[src/rtl/router_pkt_rx.sv]
// router_pkt_rx: terminates a router output port; parses header/length/payload into a show-ahead FIFO with skid backpressure.
// Define RXPKT_CHECKSUM_EN to require and verify an XOR trailer flit after the payload.
module router_pkt_rx #(
    parameter int FIFO_DEPTH = 16,
    parameter int SKID       = 4,
    parameter int MAX_LEN    = 1024
) (
    input  logic        i_clk,
    input  logic        i_rst_n,
    input  logic [63:0] i_rx_d,
    input  logic        i_rx_valid,
    input  logic        i_rx_sof,
    output logic        o_rx_bp,
    output logic [63:0] o_out_d,
    output logic        o_out_valid,
    output logic        o_out_last,
    input  logic        i_out_ready,
    output logic [7:0]  o_hdr_dst,
    output logic [55:0] o_hdr_tag,
    output logic [15:0] o_hdr_len,
    output logic        o_hdr_valid,
    output logic        o_pkt_done,
    output logic        o_err,
    output logic [2:0]  o_err_code,
    output logic [31:0] o_pkt_cnt
);
    localparam int AW = $clog2(FIFO_DEPTH);
    localparam logic [AW:0] FULL = (AW+1)'(FIFO_DEPTH);
    localparam logic [AW:0] THR  = (AW+1)'(FIFO_DEPTH - SKID);
    localparam logic [15:0] MAXL = 16'(MAX_LEN);
    typedef enum logic [2:0] {S_IDLE, S_LEN, S_PAY, S_DROP, S_CHK} state_t;
`ifdef RXPKT_CHECKSUM_EN
    localparam state_t S_END = S_CHK;
    logic [63:0] r_csum;
`else
    localparam state_t S_END = S_IDLE;
    logic        r_zero;
`endif
    state_t       r_state, w_next;
    logic [63:0]  r_hdr;
    logic [15:0]  r_cnt;
    logic         r_bad;
    logic [64:0]  r_mem [FIFO_DEPTH];
    logic [AW-1:0] r_wp, r_rp;
    logic [AW:0]  r_mcnt, w_occ, w_occ_nxt;
    logic         w_pop, w_load, w_full, w_wr, w_push, w_last;
    logic         w_hdr, w_len_ok, w_done, w_err;
    logic [2:0]   w_code;

    assign w_pop     = o_out_valid & i_out_ready;
    assign w_load    = (r_mcnt != '0) & (~o_out_valid | w_pop);
    assign w_occ     = r_mcnt + (AW+1)'(o_out_valid);
    // a pop in the same cycle frees a slot, so a full FIFO still accepts
    assign w_full    = (w_occ == FULL) & ~w_pop;
    assign w_push    = w_wr & ~w_full;
    assign w_last    = r_cnt == 16'd1;
    assign w_occ_nxt = w_occ + (AW+1)'(w_push) - (AW+1)'(w_pop);

    always_ff @(posedge i_clk or negedge i_rst_n) begin
        if (!i_rst_n) r_state <= S_IDLE;
        else          r_state <= w_next;
    end

    always_comb begin
        w_next   = r_state;
        w_hdr    = 1'b0;
        w_len_ok = 1'b0;
        w_wr     = 1'b0;
        w_done   = 1'b0;
        w_err    = 1'b0;
        w_code   = 3'd0;
        if (i_rx_valid) begin
            if (i_rx_sof) begin
                w_hdr  = 1'b1;
                w_next = S_LEN;
                w_err  = (r_state == S_LEN) | (r_state == S_PAY) | (r_state == S_CHK);
                w_code = w_err ? 3'd1 : 3'd0;
            end else begin
                case (r_state)
                    S_IDLE: begin
                        w_err  = 1'b1;
                        w_code = 3'd2;
                        w_next = S_DROP;
                    end
                    S_LEN: begin
                        w_err    = i_rx_d[15:0] > MAXL;
                        w_code   = w_err ? 3'd3 : 3'd0;
                        w_len_ok = ~w_err;
                        w_next   = w_err ? S_DROP : (i_rx_d[15:0] == 16'd0) ? S_END : S_PAY;
                    end
                    S_PAY: begin
                        w_wr   = 1'b1;
                        w_err  = w_full;
                        w_code = w_full ? 3'd4 : 3'd0;
                        w_next = w_last ? S_END : S_PAY;
`ifndef RXPKT_CHECKSUM_EN
                        w_done = w_last & ~r_bad & ~w_full;
`endif
                    end
`ifdef RXPKT_CHECKSUM_EN
                    S_CHK: begin
                        w_err  = i_rx_d != r_csum;
                        w_code = w_err ? 3'd5 : 3'd0;
                        w_done = ~w_err & ~r_bad;
                        w_next = S_IDLE;
                    end
`endif
                    default: w_next = r_state;
                endcase
            end
        end
    end

    always_ff @(posedge i_clk) begin
        if (w_push) r_mem[r_wp] <= {w_last, i_rx_d};
    end

    always_ff @(posedge i_clk or negedge i_rst_n) begin
        if (!i_rst_n) begin
            r_hdr       <= '0;
            r_cnt       <= '0;
            r_bad       <= 1'b0;
`ifdef RXPKT_CHECKSUM_EN
            r_csum      <= '0;
`else
            r_zero      <= 1'b0;
`endif
            r_wp        <= '0;
            r_rp        <= '0;
            r_mcnt      <= '0;
            o_rx_bp     <= 1'b0;
            o_out_d     <= '0;
            o_out_valid <= 1'b0;
            o_out_last  <= 1'b0;
            o_hdr_dst   <= '0;
            o_hdr_tag   <= '0;
            o_hdr_len   <= '0;
            o_hdr_valid <= 1'b0;
            o_pkt_done  <= 1'b0;
            o_err       <= 1'b0;
            o_err_code  <= '0;
            o_pkt_cnt   <= '0;
        end else begin
            if (w_hdr) r_hdr <= i_rx_d;
            if (w_len_ok) begin
                r_cnt     <= i_rx_d[15:0];
                r_bad     <= 1'b0;
                o_hdr_dst <= r_hdr[63:56];
                o_hdr_tag <= r_hdr[55:0];
                o_hdr_len <= i_rx_d[15:0];
            end else if (w_wr) begin
                r_cnt <= r_cnt - 16'd1;
                if (w_full) r_bad <= 1'b1;
            end
`ifdef RXPKT_CHECKSUM_EN
            if (w_len_ok) r_csum <= '0;
            else if (w_wr) r_csum <= r_csum ^ i_rx_d;
            o_pkt_done <= w_done;
            if (w_done) o_pkt_cnt <= o_pkt_cnt + 32'd1;
`else
            // zero-length packets complete one cycle after HDR_VALID
            r_zero     <= w_len_ok & (i_rx_d[15:0] == 16'd0);
            o_pkt_done <= w_done | r_zero;
            if (w_done | r_zero) o_pkt_cnt <= o_pkt_cnt + 32'd1;
`endif
            o_hdr_valid <= w_len_ok;
            o_err       <= w_err;
            if (w_err) o_err_code <= w_code;
            if (w_push) r_wp <= r_wp + AW'(1);
            if (w_load) begin
                {o_out_last, o_out_d} <= r_mem[r_rp];
                r_rp <= r_rp + AW'(1);
            end
            o_out_valid <= w_load | (o_out_valid & ~w_pop);
            r_mcnt      <= r_mcnt + (AW+1)'(w_push) - (AW+1)'(w_load);
            o_rx_bp     <= w_occ_nxt >= THR;
        end
    end
endmodule

[config.mk]
export PLATFORM = sky130hd
export DESIGN_NAME = router_pkt_rx
export DESIGN_NICKNAME = d
export VERILOG_FILES = /design/src/rtl/router_pkt_rx.sv
export SDC_FILE = /design/constraint.sdc
export NUM_CORES = 1
export LEC_CHECK = 0
export BUFFER_PORTS_ARGS = -buffer_cell sky130_fd_sc_hd__buf_2
export CAP_MARGIN = 20
export CORE_MARGIN = 5
export CORE_UTILIZATION = 55
export DETAILED_ROUTE_END_ITERATION = 16
export PLACE_DENSITY = 0.73
export SYNTH_ARGS = -nofsm -noshare
export SYNTH_HDL_FRONTEND = slang
export SYNTH_SLANG_ARGS = --single-unit
[constraint.sdc]
create_clock -name i_clk -period 7.6 [get_ports i_clk]
set_clock_uncertainty 0.15 [all_clocks]
set_input_delay 1.52 -clock i_clk [delete_from_list [all_inputs] [get_ports i_clk]]
set_output_delay 1.52 -clock i_clk [all_outputs]
set_load 0.02 [all_outputs]
==> flow_summary.ini <==
[floorplan]
pin_count = 254
die_w_um = 313.6
rows = 111
coreArea_mm2 = 0.09152
die_area_mm2 = 0.09834
initial_core_util_pct = 55.39
die_y_um = 313.6

[run_status]
status = complete, no violations

[layout]
drive_gt1_share_pct = 37.50
fin_nets = 2726
area_delta_synth_final_pct = 14.01

[power]
p_comb_share_pct = 24.6
p_clk_share_pct = 31.8
p_int_mw = 14.38
netSwitchingFraction_pct = 28.11
switchingPower_mw = 5.621
pwr-share-seq_pct = 43.6
leakage_nw = 20.44
power.density_mw_per_mm2 = 346.0
ir_drop_mv = 0.3359

[worst_setup_path]
reg2reg_depth = 10
end_kind = register
r2r_end = r_mem[3][32]
required_ns = 7.80
rrSetupSlack_ns = 3.38
cp-start-kind = register
crit_type = register to register
r2r-start = o_out_valid
cp_max_fo = 35
worstPathArrival_ns = 4.42

[cts]
clock-sinks = 1322
clockBufferDepth = 3
hold_buffers = 0
clkTransAtPathRegs_ns = 0.06
clk_latency_ns = 0.73
cts_root_buffer = clkbuf_16
htree_levels = 4
cts_resized = 0
post_cts_buffers = 0
cts_tree = yes
cts_buffers = 133

[synthesis]
yosysSeqAreaShare_pct = 75.53
synth_largest_area_cell = edfxtp_1
syn_area_per_cell_um2 = 22.01
synth.most_common_cell = edfxtp_1
synthArstFlopShare_pct = 21.33
yosys-top-cells-count = edfxtp_1 (1040), mux4_2 (325), dfrtp_1 (282)
syn_inst = 2303
syn_area_mm2 = 0.05069
synth_edf_count = 1040
yosysUniqueCellTypes = 53
yosys.area.top_type_share_pct = 61.61
synth_area_leaders = edfxtp_1 (62%), mux4_2 (14%), dfrtp_1 (14%)
synth-main-ff-cell = edfxtp_1
synth.net_count = 2402
ys_warn_count = 0
synth-seq-cells = 1322

[routing]
drtIter0Drc = 2190
drc = 0
wl_per_cell_um = 28.06
antenna_left = 0
avgViaCountPerCell = 6.143
first_pass_iters = 5
wl_mm = 110.1
routed-via-count = 24104

[timing]
setup_viol = 0
finalHoldViolCount = 0
slew_headroom_pct = 20.90
whs_ns = 0.3095
grt_setup_unrepaired = no
setup_tns_ns = 0
worst_pin_slew_ns = 1.186
fmax_mhz = 237.1
fin_crit_sh_pct = 55.50
fin_crit_ns = 4.218
drv_slew = 0

[job]
maxCapViolCount = 0

[grt]
grt_max_degree = 148
grt_pass1_vias = 25773
grt_pass1_wl_mm = 166.5
grt_antenna_before_repair = 4
grt_overflow = 0
grt_use_total_pct = 22.77

[min_path]
min_to = o_pkt_cnt[31]
holdPathStages = 1
worstHoldPathType = register to register
worstHoldStart = o_pkt_cnt[31]

[place]
portBuffers = 253
place_congestion = 0.8112
dp_hpwl_mm = 58.66
## metrics by stage
stage | instances | cell area [µm²] | total power, mW | setup WS (ns) | utilization [%]
floorplan | 2303 | 50690 | 12.42 | 0.02778 | -
global placement | 3675 | 53440 | 13.66 | 2.578 | 58.39
detailed placement | 3676 | 53470 | 13.81 | 2.449 | 58.42
CTS | 3920 | 57740 | 20.22 | 3.043 | 63.09
global route | 3923 | 57790 | 20.88 | 3.111 | 63.14
finish | 3924 | 57790 | 20.00 | 3.382 | 63.15
## kinds of logic after synthesis
logic type               after synthesis  synth area share (%)
buffers and inverters                143                 1.409
multiplexers                         519                 18.75
flip-flops                          1322                 75.53
adder cells (fa/ha/maj)               30                0.7701
AND/OR/NAND/NOR                      172                 1.790
XOR/XNOR                              62                 1.071
AO/OA/AOI/OAI                         55                0.6837
## sequential cells by signal (all words and copies together) (netlist names), 8 cells and up
register	cells
r_hdr	64
o_hdr_dst	8
o_hdr_tag	56
o_hdr_len	16
r_mem	1040
o_pkt_cnt	32
r_cnt	16
o_out_d	64
## worst max-delay path: stages, from the launching register on
cell and delay (ns):
dfrtp_1 0.44, ha_1 0.25, ha_1 0.22, xnor2_1 0.18
ha_1 0.22, o2111a_1 0.15, nor2_1 0.46, nand2_1 0.38
nor3_2 0.19, buf_4 0.53, buf_4 0.64
## per-layer routing
metal / global-route usage (%) / vias to the layer above / share of wire (%)
met1: 31.91 / 12857 / 40
met4: 5.962 / 0 / 2.2
met2: 37.30 / 1041 / 51
met5: 0 / - / 0
li1: - / 10069 / -
met3: 4.931 / 137 / 7.6
## power groups by stage
| stage | logic (mW) | registers, mW | clock network [mW] |
|---|---|---|---|
| floorplan | 3.54 | 8.88 | 0 |
| global placement | 4.81 | 8.85 | 0 |
| detailed placement | 4.93 | 8.88 | 0 |
| CTS | 5.00 | 8.74 | 6.48 |
| global route | 5.29 | 8.79 | 6.80 |
| finish | 4.91 | 8.73 | 6.36 |
## area by class of cell
type,count,area (µm²)
antenna,2,5.005
clock buffer,179,3623
clock inverter,65,651.9
fill,5872,33730
inverter,39,146.4
multi-input combinational,838,11830
sequential,1322,38300
tap,1186,1484
timing repair buffer,293,1754
## worst max-delay path by stage
| stage | end | slack, ns | start |
|---|---|---|---|
| 6_report | r_mem[3][32] | 3.38 | o_out_valid |
| 3_5_place_dp | r_mem[11][53] | 2.45 | i_rx_sof |
| 3_3_place_gp | r_mem[11][52] | 2.58 | i_rx_sof |
| 2_1_floorplan | r_mem[3][0] | 0.03 | i_rx_sof |
| 4_1_cts | r_mem[11][52] | 3.04 | o_out_valid |
| 5_1_grt | r_mem[3][30] | 3.11 | o_out_valid |
## cell usage in the layout (no fill, tap or decap), types with 8 or more instances in the layout
master	netlist	layout
and3_1	8	8
buf_12	0	11
buf_2	22	252
buf_4	0	27
clkbuf_1	56	36
clkbuf_16	0	135
clkbuf_8	0	8
clkinv_1	0	20
clkinv_2	0	19
dfrtp_1	282	278
edfxtp_1	1040	1040
ha_1	28	28
inv_1	39	39
inv_6	0	8
mux2_2	189	189
mux4_2	325	325
nand2_1	37	36
nand3_1	12	12
nand4_1	9	9
nor2_1	35	23
nor2_4	0	12
nor3_1	20	16
nor4_1	17	17
o21ai_0	23	23
xnor2_1	34	34
xor2_1	28	28
No activity file was read; power rests on OpenSTA's default activity.
